## src/rtl/operand_fetch_if.sv

```systemverilog
// Decode-to-execute operand fetch bus: decode offer, bank read ports, writeback, execute handoff.
interface operand_fetch_if #(
    parameter int unsigned DATA_WIDTH = 32,
    parameter int unsigned ADDR_WIDTH = 5
);
    logic                  id_valid_i;
    logic                  id_ready_o;
    logic [ADDR_WIDTH-1:0] id_rs1_i;
    logic [ADDR_WIDTH-1:0] id_rs2_i;
    logic [ADDR_WIDTH-1:0] id_rd_i;
    logic                  id_rd_we_i;
    logic [ADDR_WIDTH-1:0] r0addr_o;
    logic [ADDR_WIDTH-1:0] r1addr_o;
    logic [DATA_WIDTH-1:0] r0data_i;
    logic [DATA_WIDTH-1:0] r1data_i;
    logic                  wb_we_i;
    logic [ADDR_WIDTH-1:0] wb_addr_i;
    logic [DATA_WIDTH-1:0] wb_data_i;
    logic                  flush_i;
    logic                  ex_valid_o;
    logic                  ex_ready_i;
    logic [DATA_WIDTH-1:0] ex_rs1data_o;
    logic [DATA_WIDTH-1:0] ex_rs2data_o;
    logic [ADDR_WIDTH-1:0] ex_rd_o;
    logic                  ex_rd_we_o;

    // Environment side: decode, register bank, writeback and execute.
    modport master (
        output id_valid_i, id_rs1_i, id_rs2_i, id_rd_i, id_rd_we_i,
        output r0data_i, r1data_i,
        output wb_we_i, wb_addr_i, wb_data_i,
        output flush_i, ex_ready_i,
        input  id_ready_o, r0addr_o, r1addr_o,
        input  ex_valid_o, ex_rs1data_o, ex_rs2data_o, ex_rd_o, ex_rd_we_o
    );

    // Operand fetch stage side.
    modport slave (
        input  id_valid_i, id_rs1_i, id_rs2_i, id_rd_i, id_rd_we_i,
        input  r0data_i, r1data_i,
        input  wb_we_i, wb_addr_i, wb_data_i,
        input  flush_i, ex_ready_i,
        output id_ready_o, r0addr_o, r1addr_o,
        output ex_valid_o, ex_rs1data_o, ex_rs2data_o, ex_rd_o, ex_rd_we_o
    );
endinterface

```

## src/rtl/operand_fetch.sv

```systemverilog
// Operand fetch: reads two sources from the bank, stalls on busy registers,
// bypasses same-cycle writeback, and hands operands to execute via a one-entry stage.
module operand_fetch #(
    parameter int unsigned DATA_WIDTH = 32,
    parameter int unsigned ADDR_WIDTH = 5
) (
    input  logic           clk_i,
    input  logic           rst_i,
    operand_fetch_if.slave bus
);
    localparam int unsigned NREGS = 1 << ADDR_WIDTH;

    logic [NREGS-1:0]      busy;
    logic [NREGS-1:0]      busy_next;
    logic [NREGS-1:0]      clr;
    logic [NREGS-1:0]      eff_busy;
    logic                  hazard;
    logic                  accept;
    logic [DATA_WIDTH-1:0] op1;
    logic [DATA_WIDTH-1:0] op2;

    // Bank read ports follow the decode sources directly.
    assign bus.r0addr_o = bus.id_rs1_i;
    assign bus.r1addr_o = bus.id_rs2_i;

    // Writeback this cycle retires the busy bit of its target (never x0).
    always_comb begin
        clr = '0;
        for (int i = 1; i < NREGS; i++) begin
            clr[i] = bus.wb_we_i && (bus.wb_addr_i == ADDR_WIDTH'(i));
        end
    end

    assign eff_busy = busy & ~clr;
    assign hazard   = eff_busy[bus.id_rs1_i] | eff_busy[bus.id_rs2_i]
                    | (bus.id_rd_we_i & eff_busy[bus.id_rd_i]);

    assign bus.id_ready_o = ~rst_i & ~bus.flush_i & ~hazard
                          & (~bus.ex_valid_o | bus.ex_ready_i);
    assign accept = bus.id_valid_i & bus.id_ready_o;

    // Operand select: x0 reads zero, then writeback bypass, then bank data.
    always_comb begin
        op1 = bus.r0data_i;
        op2 = bus.r1data_i;
        if (bus.id_rs1_i == '0) begin
            op1 = '0;
        end else if (bus.wb_we_i && (bus.wb_addr_i == bus.id_rs1_i)) begin
            op1 = bus.wb_data_i;
        end
        if (bus.id_rs2_i == '0) begin
            op2 = '0;
        end else if (bus.wb_we_i && (bus.wb_addr_i == bus.id_rs2_i)) begin
            op2 = bus.wb_data_i;
        end
    end

    // Scoreboard update: clear on writeback or flushed entry, set on accept (set wins).
    always_comb begin
        busy_next = busy & ~clr;
        if (bus.flush_i && bus.ex_valid_o && bus.ex_rd_we_o && (bus.ex_rd_o != '0)) begin
            busy_next[bus.ex_rd_o] = 1'b0;
        end
        if (accept && bus.id_rd_we_i && (bus.id_rd_i != '0)) begin
            busy_next[bus.id_rd_i] = 1'b1;
        end
        busy_next[0] = 1'b0;
    end

    // Scoreboard register.
    always_ff @(posedge clk_i) begin
        if (rst_i) begin
            busy <= '0;
        end else begin
            busy <= busy_next;
        end
    end

    // Execute handoff register: load on accept, drop on flush or consume, else hold.
    always_ff @(posedge clk_i) begin
        if (rst_i) begin
            bus.ex_valid_o   <= 1'b0;
            bus.ex_rs1data_o <= '0;
            bus.ex_rs2data_o <= '0;
            bus.ex_rd_o      <= '0;
            bus.ex_rd_we_o   <= 1'b0;
        end else if (bus.flush_i) begin
            bus.ex_valid_o   <= 1'b0;
        end else if (accept) begin
            bus.ex_valid_o   <= 1'b1;
            bus.ex_rs1data_o <= op1;
            bus.ex_rs2data_o <= op2;
            bus.ex_rd_o      <= bus.id_rd_i;
            bus.ex_rd_we_o   <= bus.id_rd_we_i;
        end else if (bus.ex_ready_i) begin
            bus.ex_valid_o   <= 1'b0;
        end
    end
endmodule

```

## src/flat_wrapper.sv

```systemverilog
// flat-port wrapper written by rule: the top's interface ports become plain ports
module operand_fetch_flat 
#(
    parameter int unsigned DATA_WIDTH = 32,
    parameter int unsigned ADDR_WIDTH = 5
)
  (clk_i, rst_i, bus_id_valid_i, bus_id_rs1_i, bus_id_rs2_i, bus_id_rd_i, bus_id_rd_we_i, bus_r0data_i, bus_r1data_i, bus_wb_we_i, bus_wb_addr_i, bus_wb_data_i, bus_flush_i, bus_ex_ready_i, bus_id_ready_o, bus_r0addr_o, bus_r1addr_o, bus_ex_valid_o, bus_ex_rs1data_o, bus_ex_rs2data_o, bus_ex_rd_o, bus_ex_rd_we_o);
  operand_fetch_if #(.DATA_WIDTH(DATA_WIDTH), .ADDR_WIDTH(ADDR_WIDTH)) bus_i ();
  input  logic clk_i;
  input  logic rst_i;
  input wire logic [$bits(bus_i.id_valid_i)-1:0] bus_id_valid_i;
  input wire logic [$bits(bus_i.id_rs1_i)-1:0] bus_id_rs1_i;
  input wire logic [$bits(bus_i.id_rs2_i)-1:0] bus_id_rs2_i;
  input wire logic [$bits(bus_i.id_rd_i)-1:0] bus_id_rd_i;
  input wire logic [$bits(bus_i.id_rd_we_i)-1:0] bus_id_rd_we_i;
  input wire logic [$bits(bus_i.r0data_i)-1:0] bus_r0data_i;
  input wire logic [$bits(bus_i.r1data_i)-1:0] bus_r1data_i;
  input wire logic [$bits(bus_i.wb_we_i)-1:0] bus_wb_we_i;
  input wire logic [$bits(bus_i.wb_addr_i)-1:0] bus_wb_addr_i;
  input wire logic [$bits(bus_i.wb_data_i)-1:0] bus_wb_data_i;
  input wire logic [$bits(bus_i.flush_i)-1:0] bus_flush_i;
  input wire logic [$bits(bus_i.ex_ready_i)-1:0] bus_ex_ready_i;
  output wire logic [$bits(bus_i.id_ready_o)-1:0] bus_id_ready_o;
  output wire logic [$bits(bus_i.r0addr_o)-1:0] bus_r0addr_o;
  output wire logic [$bits(bus_i.r1addr_o)-1:0] bus_r1addr_o;
  output wire logic [$bits(bus_i.ex_valid_o)-1:0] bus_ex_valid_o;
  output wire logic [$bits(bus_i.ex_rs1data_o)-1:0] bus_ex_rs1data_o;
  output wire logic [$bits(bus_i.ex_rs2data_o)-1:0] bus_ex_rs2data_o;
  output wire logic [$bits(bus_i.ex_rd_o)-1:0] bus_ex_rd_o;
  output wire logic [$bits(bus_i.ex_rd_we_o)-1:0] bus_ex_rd_we_o;
  assign bus_i.id_valid_i = bus_id_valid_i;
  assign bus_i.id_rs1_i = bus_id_rs1_i;
  assign bus_i.id_rs2_i = bus_id_rs2_i;
  assign bus_i.id_rd_i = bus_id_rd_i;
  assign bus_i.id_rd_we_i = bus_id_rd_we_i;
  assign bus_i.r0data_i = bus_r0data_i;
  assign bus_i.r1data_i = bus_r1data_i;
  assign bus_i.wb_we_i = bus_wb_we_i;
  assign bus_i.wb_addr_i = bus_wb_addr_i;
  assign bus_i.wb_data_i = bus_wb_data_i;
  assign bus_i.flush_i = bus_flush_i;
  assign bus_i.ex_ready_i = bus_ex_ready_i;
  assign bus_id_ready_o = bus_i.id_ready_o;
  assign bus_r0addr_o = bus_i.r0addr_o;
  assign bus_r1addr_o = bus_i.r1addr_o;
  assign bus_ex_valid_o = bus_i.ex_valid_o;
  assign bus_ex_rs1data_o = bus_i.ex_rs1data_o;
  assign bus_ex_rs2data_o = bus_i.ex_rs2data_o;
  assign bus_ex_rd_o = bus_i.ex_rd_o;
  assign bus_ex_rd_we_o = bus_i.ex_rd_we_o;
  operand_fetch #(.DATA_WIDTH(DATA_WIDTH), .ADDR_WIDTH(ADDR_WIDTH)) u_core (.clk_i(clk_i), .rst_i(rst_i), .bus(bus_i));
endmodule
```

## config.mk

```make
export PLATFORM = sky130hd
export DESIGN_NAME = operand_fetch_flat
export DESIGN_NICKNAME = d
export VERILOG_FILES = /design/src/rtl/operand_fetch_if.sv /design/src/rtl/operand_fetch.sv /design/src/flat_wrapper.sv
export SDC_FILE = /design/constraint.sdc
export NUM_CORES = 1
export LEC_CHECK = 0
export CAP_MARGIN = 20
export CORE_MARGIN = 4
export CORE_UTILIZATION = 49
export DETAILED_ROUTE_END_ITERATION = 8
export PLACE_DENSITY = 0.82
export SLEW_MARGIN = 5
export SYNTH_ARGS = -nofsm -noshare
export SYNTH_HDL_FRONTEND = slang
export SYNTH_SLANG_ARGS = --single-unit
export TNS_END_PERCENT = 20
```

## constraint.sdc

```tcl
create_clock -name clk_i -period 3.15 [get_ports clk_i]
set_input_delay 0.315 -clock clk_i [delete_from_list [all_inputs] [get_ports clk_i]]
set_output_delay 0.315 -clock clk_i [all_outputs]
set_load 0.005 [all_outputs]
```

==> results.yml <==
sta:
  fin_hold_ws_ps: 259.8
  setup_viol: 0
  worstMarginPinSlew_ps: 854.5
  finalSetupTns_ps: 0
  slew_viol_final: 0
  fin_worst_skew_ps: 14.90
  min_period_ps: 2968
  post-route-period-util_pct: 94.23
  hold_violations: 0
  fmax_mhz: 336.9
  slew_headroom_pct: 43.03
  rsz0062_at_grt: "no"
worst_setup_path:
  critPathKind: "in -> out"
  cp_slowest_cell: "clkdlybuf4s50_1"
  cpPeakStageDelay_ps: 500
  arrival_ps: 2650
  startpoint_type: "primary input"
  crit_path_frequent_cell: "o21ai_1"
  worst_r2r_startpoint: "u_core.busy[11]"
  rrSetupSlack_ps: 560
  r2r-end: "u_core.busy[3]"
  reg2reg_depth: 11
  crit_path_end_kind: "output port"
  crit_required_ps: 2830
  crit_chain: "clkdlybuf4s50_1 -> buf_12 -> buf_4 -> or2_2 -> o21ai_0 -> mux4_2 -> o21ai_1 -> o21ai_1 -> o211ai_4 -> inv_4 -> dlygate4sd2_1"
  crit_fanout: 8
finish:
  fillers: 1083
  area_growth_pct: 43.50
  final_common_cell: "clkdlybuf4s50_1"
  drive_gt1_share_pct: 22.20
  final_cell_mix: "clkdlybuf4s50_1 (194), dfxtp_1 (102), mux2i_1 (85)"
  final_net_count: 1172
placed_design:
  io_buffers: 204
  gp_congestion: 1.006
  hpwl_um: 20520
logic_synthesis:
  synth_top_area_share_pct: 28.42
  synth_area_sq_um: 7186
  synth_top_cell_by_area: "dfxtp_1"
  avgSynthCellArea_sq_um: 8.882
  syn_inst: 809
  synth_edf_count: 0
  syn_nets: 932
  synth_fa_ha_area_share_pct: 0
  synthSimpleGateAreaFrac_pct: 21.66
  seq_area_frac_synth_pct: 28.42
  synthFlopType: "dfxtp_1"
  ys_async_sr_fraction_pct: 0
  synth_top_family_by_area: "multiplexers"
  yosys_warnings: 0
  synthMuxAreaShare_pct: 25.40
  yosys.cell_types.count: 74
  ys_ff_latch: 102
  yosys-top-cells-area: "dfxtp_1 (28%), mux2i_1 (12%), mux2_2 (10%)"
  synth_compound_area_share_pct: 15.78
  synthXorXnorAreaFrac_pct: 1.828
global_routing:
  grt_first_pass_wirelength_um: 41900
  grt_util_met3_pct: 9.852
  grt_antenna_before_repair: 2
  grt_busiest_layer: "met2"
  grt_pass1_vias: 7591
  use_met2_pct: 55.82
  grt_use_total_pct: 32.18
  met1_usage_pct: 37.25
  overflow: 0
  grt_max_degree: 78
clocking:
  root_buffer: "clkbuf_16"
  cts_max_level: 3
  clkTransAtPathRegs_ps: 70
  insertion_delay_ps: 360
  clock_path_buffers: 2
  cts_tree: "done"
  numCtsBuffers: 9
  clock_sinks: 102
route:
  routed_via_density: 6.053
  first_pass_iters: 5
  wl_um: 26900
  wire_per_inst_um: 21.77
  ant_nets: 0
  drt_iter0_markers: 649
  drc_errors: 0
  dr_total_vias: 7482
power:
  fin_total_pwr_mw: 3.200
  ir_drop_mv: 0.3315
  seq_power_share_pct: 41.6
  clockPowerShare_pct: 35.2
  p_switching_mw: 0.8887
  p_per_area_nw_per_um2: 310.3
  p_comb_share_pct: 23.2
  switching_share_pct: 27.77
  internal-power_mw: 2.311
  p_leak_nw: 3.835
die:
  dieWidth_um: 129.1
  rows: 43
  chipHeight_um: 129.1
  die_area_sq_um: 16670
  initial_utilization_pct: 50.98
  io_pins: 205
  placeableCoreArea_sq_um: 14100
status:
  outcome: "complete, no violations"
flow_run:
  drv_cap: 0
min_path:
  min_from: "rst_i"
  hold_class: "in -> reg"
  min_path_cells: 3
  whs_endpoint: "u_core.bus.ex_valid_o"
## synth_stat cells, types with 3 or more instances
| master | number |
|---|---|
| o2111ai_1 | 27 |
| and4b_1 | 3 |
| nand2b_1 | 8 |
| o31ai_1 | 30 |
| nand2_1 | 45 |
| a31oi_1 | 5 |
| mux2i_1 | 86 |
| dfxtp_1 | 102 |
| clkbuf_1 | 28 |
| or2_2 | 6 |
| o21ai_0 | 25 |
| mux2_4 | 8 |
| buf_6 | 6 |
| and3_1 | 3 |
| xor2_1 | 7 |
| mux4_2 | 5 |
| a21oi_1 | 11 |
| o211ai_1 | 10 |
| a311oi_1 | 13 |
| inv_1 | 9 |
| a32oi_1 | 3 |
| mux2_2 | 64 |
| nor3_1 | 6 |
| nor2_1 | 80 |
| nor2b_1 | 74 |
| nor4_1 | 6 |
| nand3b_1 | 4 |
| buf_4 | 20 |
| or3_1 | 6 |
| xnor2_1 | 8 |
| nand3_1 | 29 |
| buf_2 | 23 |
## power groups by stage
stage          registers (mW)  clock network (mW)  logic, mW
2_1_floorplan            1.36                   0      0.318
3_3_place_gp             1.36                   0      0.703
3_5_place_dp             1.36                   0      0.707
4_1_cts                  1.33                1.14      0.734
5_1_grt                  1.33                1.19      0.787
6_report                 1.33                1.13      0.741
## kinds of logic (layout without fill, tap and decap cells)
logic type / after synthesis / after routing
other: 0 / 2
xor gates and xnor gates: 15 / 15
and+or+nand+nor: 290 / 290
DFF: 102 / 102
muxes: 164 / 164
buffers and inverters: 89 / 334
AOI/OAI and AO/OA: 149 / 149
## metrics by stage
step           std cells  worst slack (ps)  instance area [sq um]  util [%]
4_1_cts             1234             130.9                  10310     73.11
2_1_floorplan        809             483.7                   7186         -
5_1_grt             1236             38.53                  10310     73.15
6_report            1236             181.9                  10310     73.15
3_3_place_gp        1210            -261.3                   9831     69.74
3_5_place_dp        1210            -203.0                   9831     69.74
## sequential cells by signal (all words and copies together) (netlist names)
register                 cells
u_core.bus.ex_rs2data_o     32
u_core.bus.ex_valid_o        1
u_core.bus.ex_rd_we_o        1
u_core.bus.ex_rd_o           5
u_core.busy                 31
u_core.bus.ex_rs1data_o     32
## worst max-delay path: cells and delay by family
family                 cells  cell delay [ps]
AND/OR/NAND/NOR            1              140
buffers and inverters      5             1150
multiplexers               1              480
AO/OA/AOI/OAI              4              560
## worst max-delay path by stage
stage,start,endpoint,slack [ps],depth (start not counted)
after floorplan,bus_id_rs2_i[0],u_core.bus.ex_rs1data_o[18],480,12
after global placement,bus_wb_addr_i[3],bus_id_ready_o,-260,11
after detailed placement,bus_wb_addr_i[4],u_core.bus.ex_rs2data_o[7],-200,12
after CTS,bus_wb_addr_i[1],bus_id_ready_o,130,11
after global routing,bus_wb_addr_i[1],bus_id_ready_o,40,11
final,bus_wb_addr_i[1],bus_id_ready_o,180,11
## metal layers
| metal | part of all wire, % | wire [um] |
|---|---|---|
| met1 | 37 | 9922 |
| met2 | 49 | 13310 |
| met3 | 9.8 | 2648 |
| met4 | 3.8 | 1020 |
| met5 | 0 | 0 |
## layout make-up
type                       instances  area (sq um)  share of cell area, %
timing repair buffer             307          2937                  28.48
clock buffer                      11         252.7                  2.451
tap                              180         225.2                  2.184
sequential                       102          2042                  19.80
clock inverter                     5         46.29                 0.4490
inverter                          11         43.79                 0.4247
multi-input combinational        618          4760                  46.16
antenna                            2         5.005                0.04854
## what timing repair did
action,4_1_cts,5_1_grt
endpoints found under the setup margin,1,1
pin swaps,9,1
resized for setup,38,1
cloned,2,0
setup buffers,6,0
hold buffers,0,0
(Power assumes the default switching activity.)
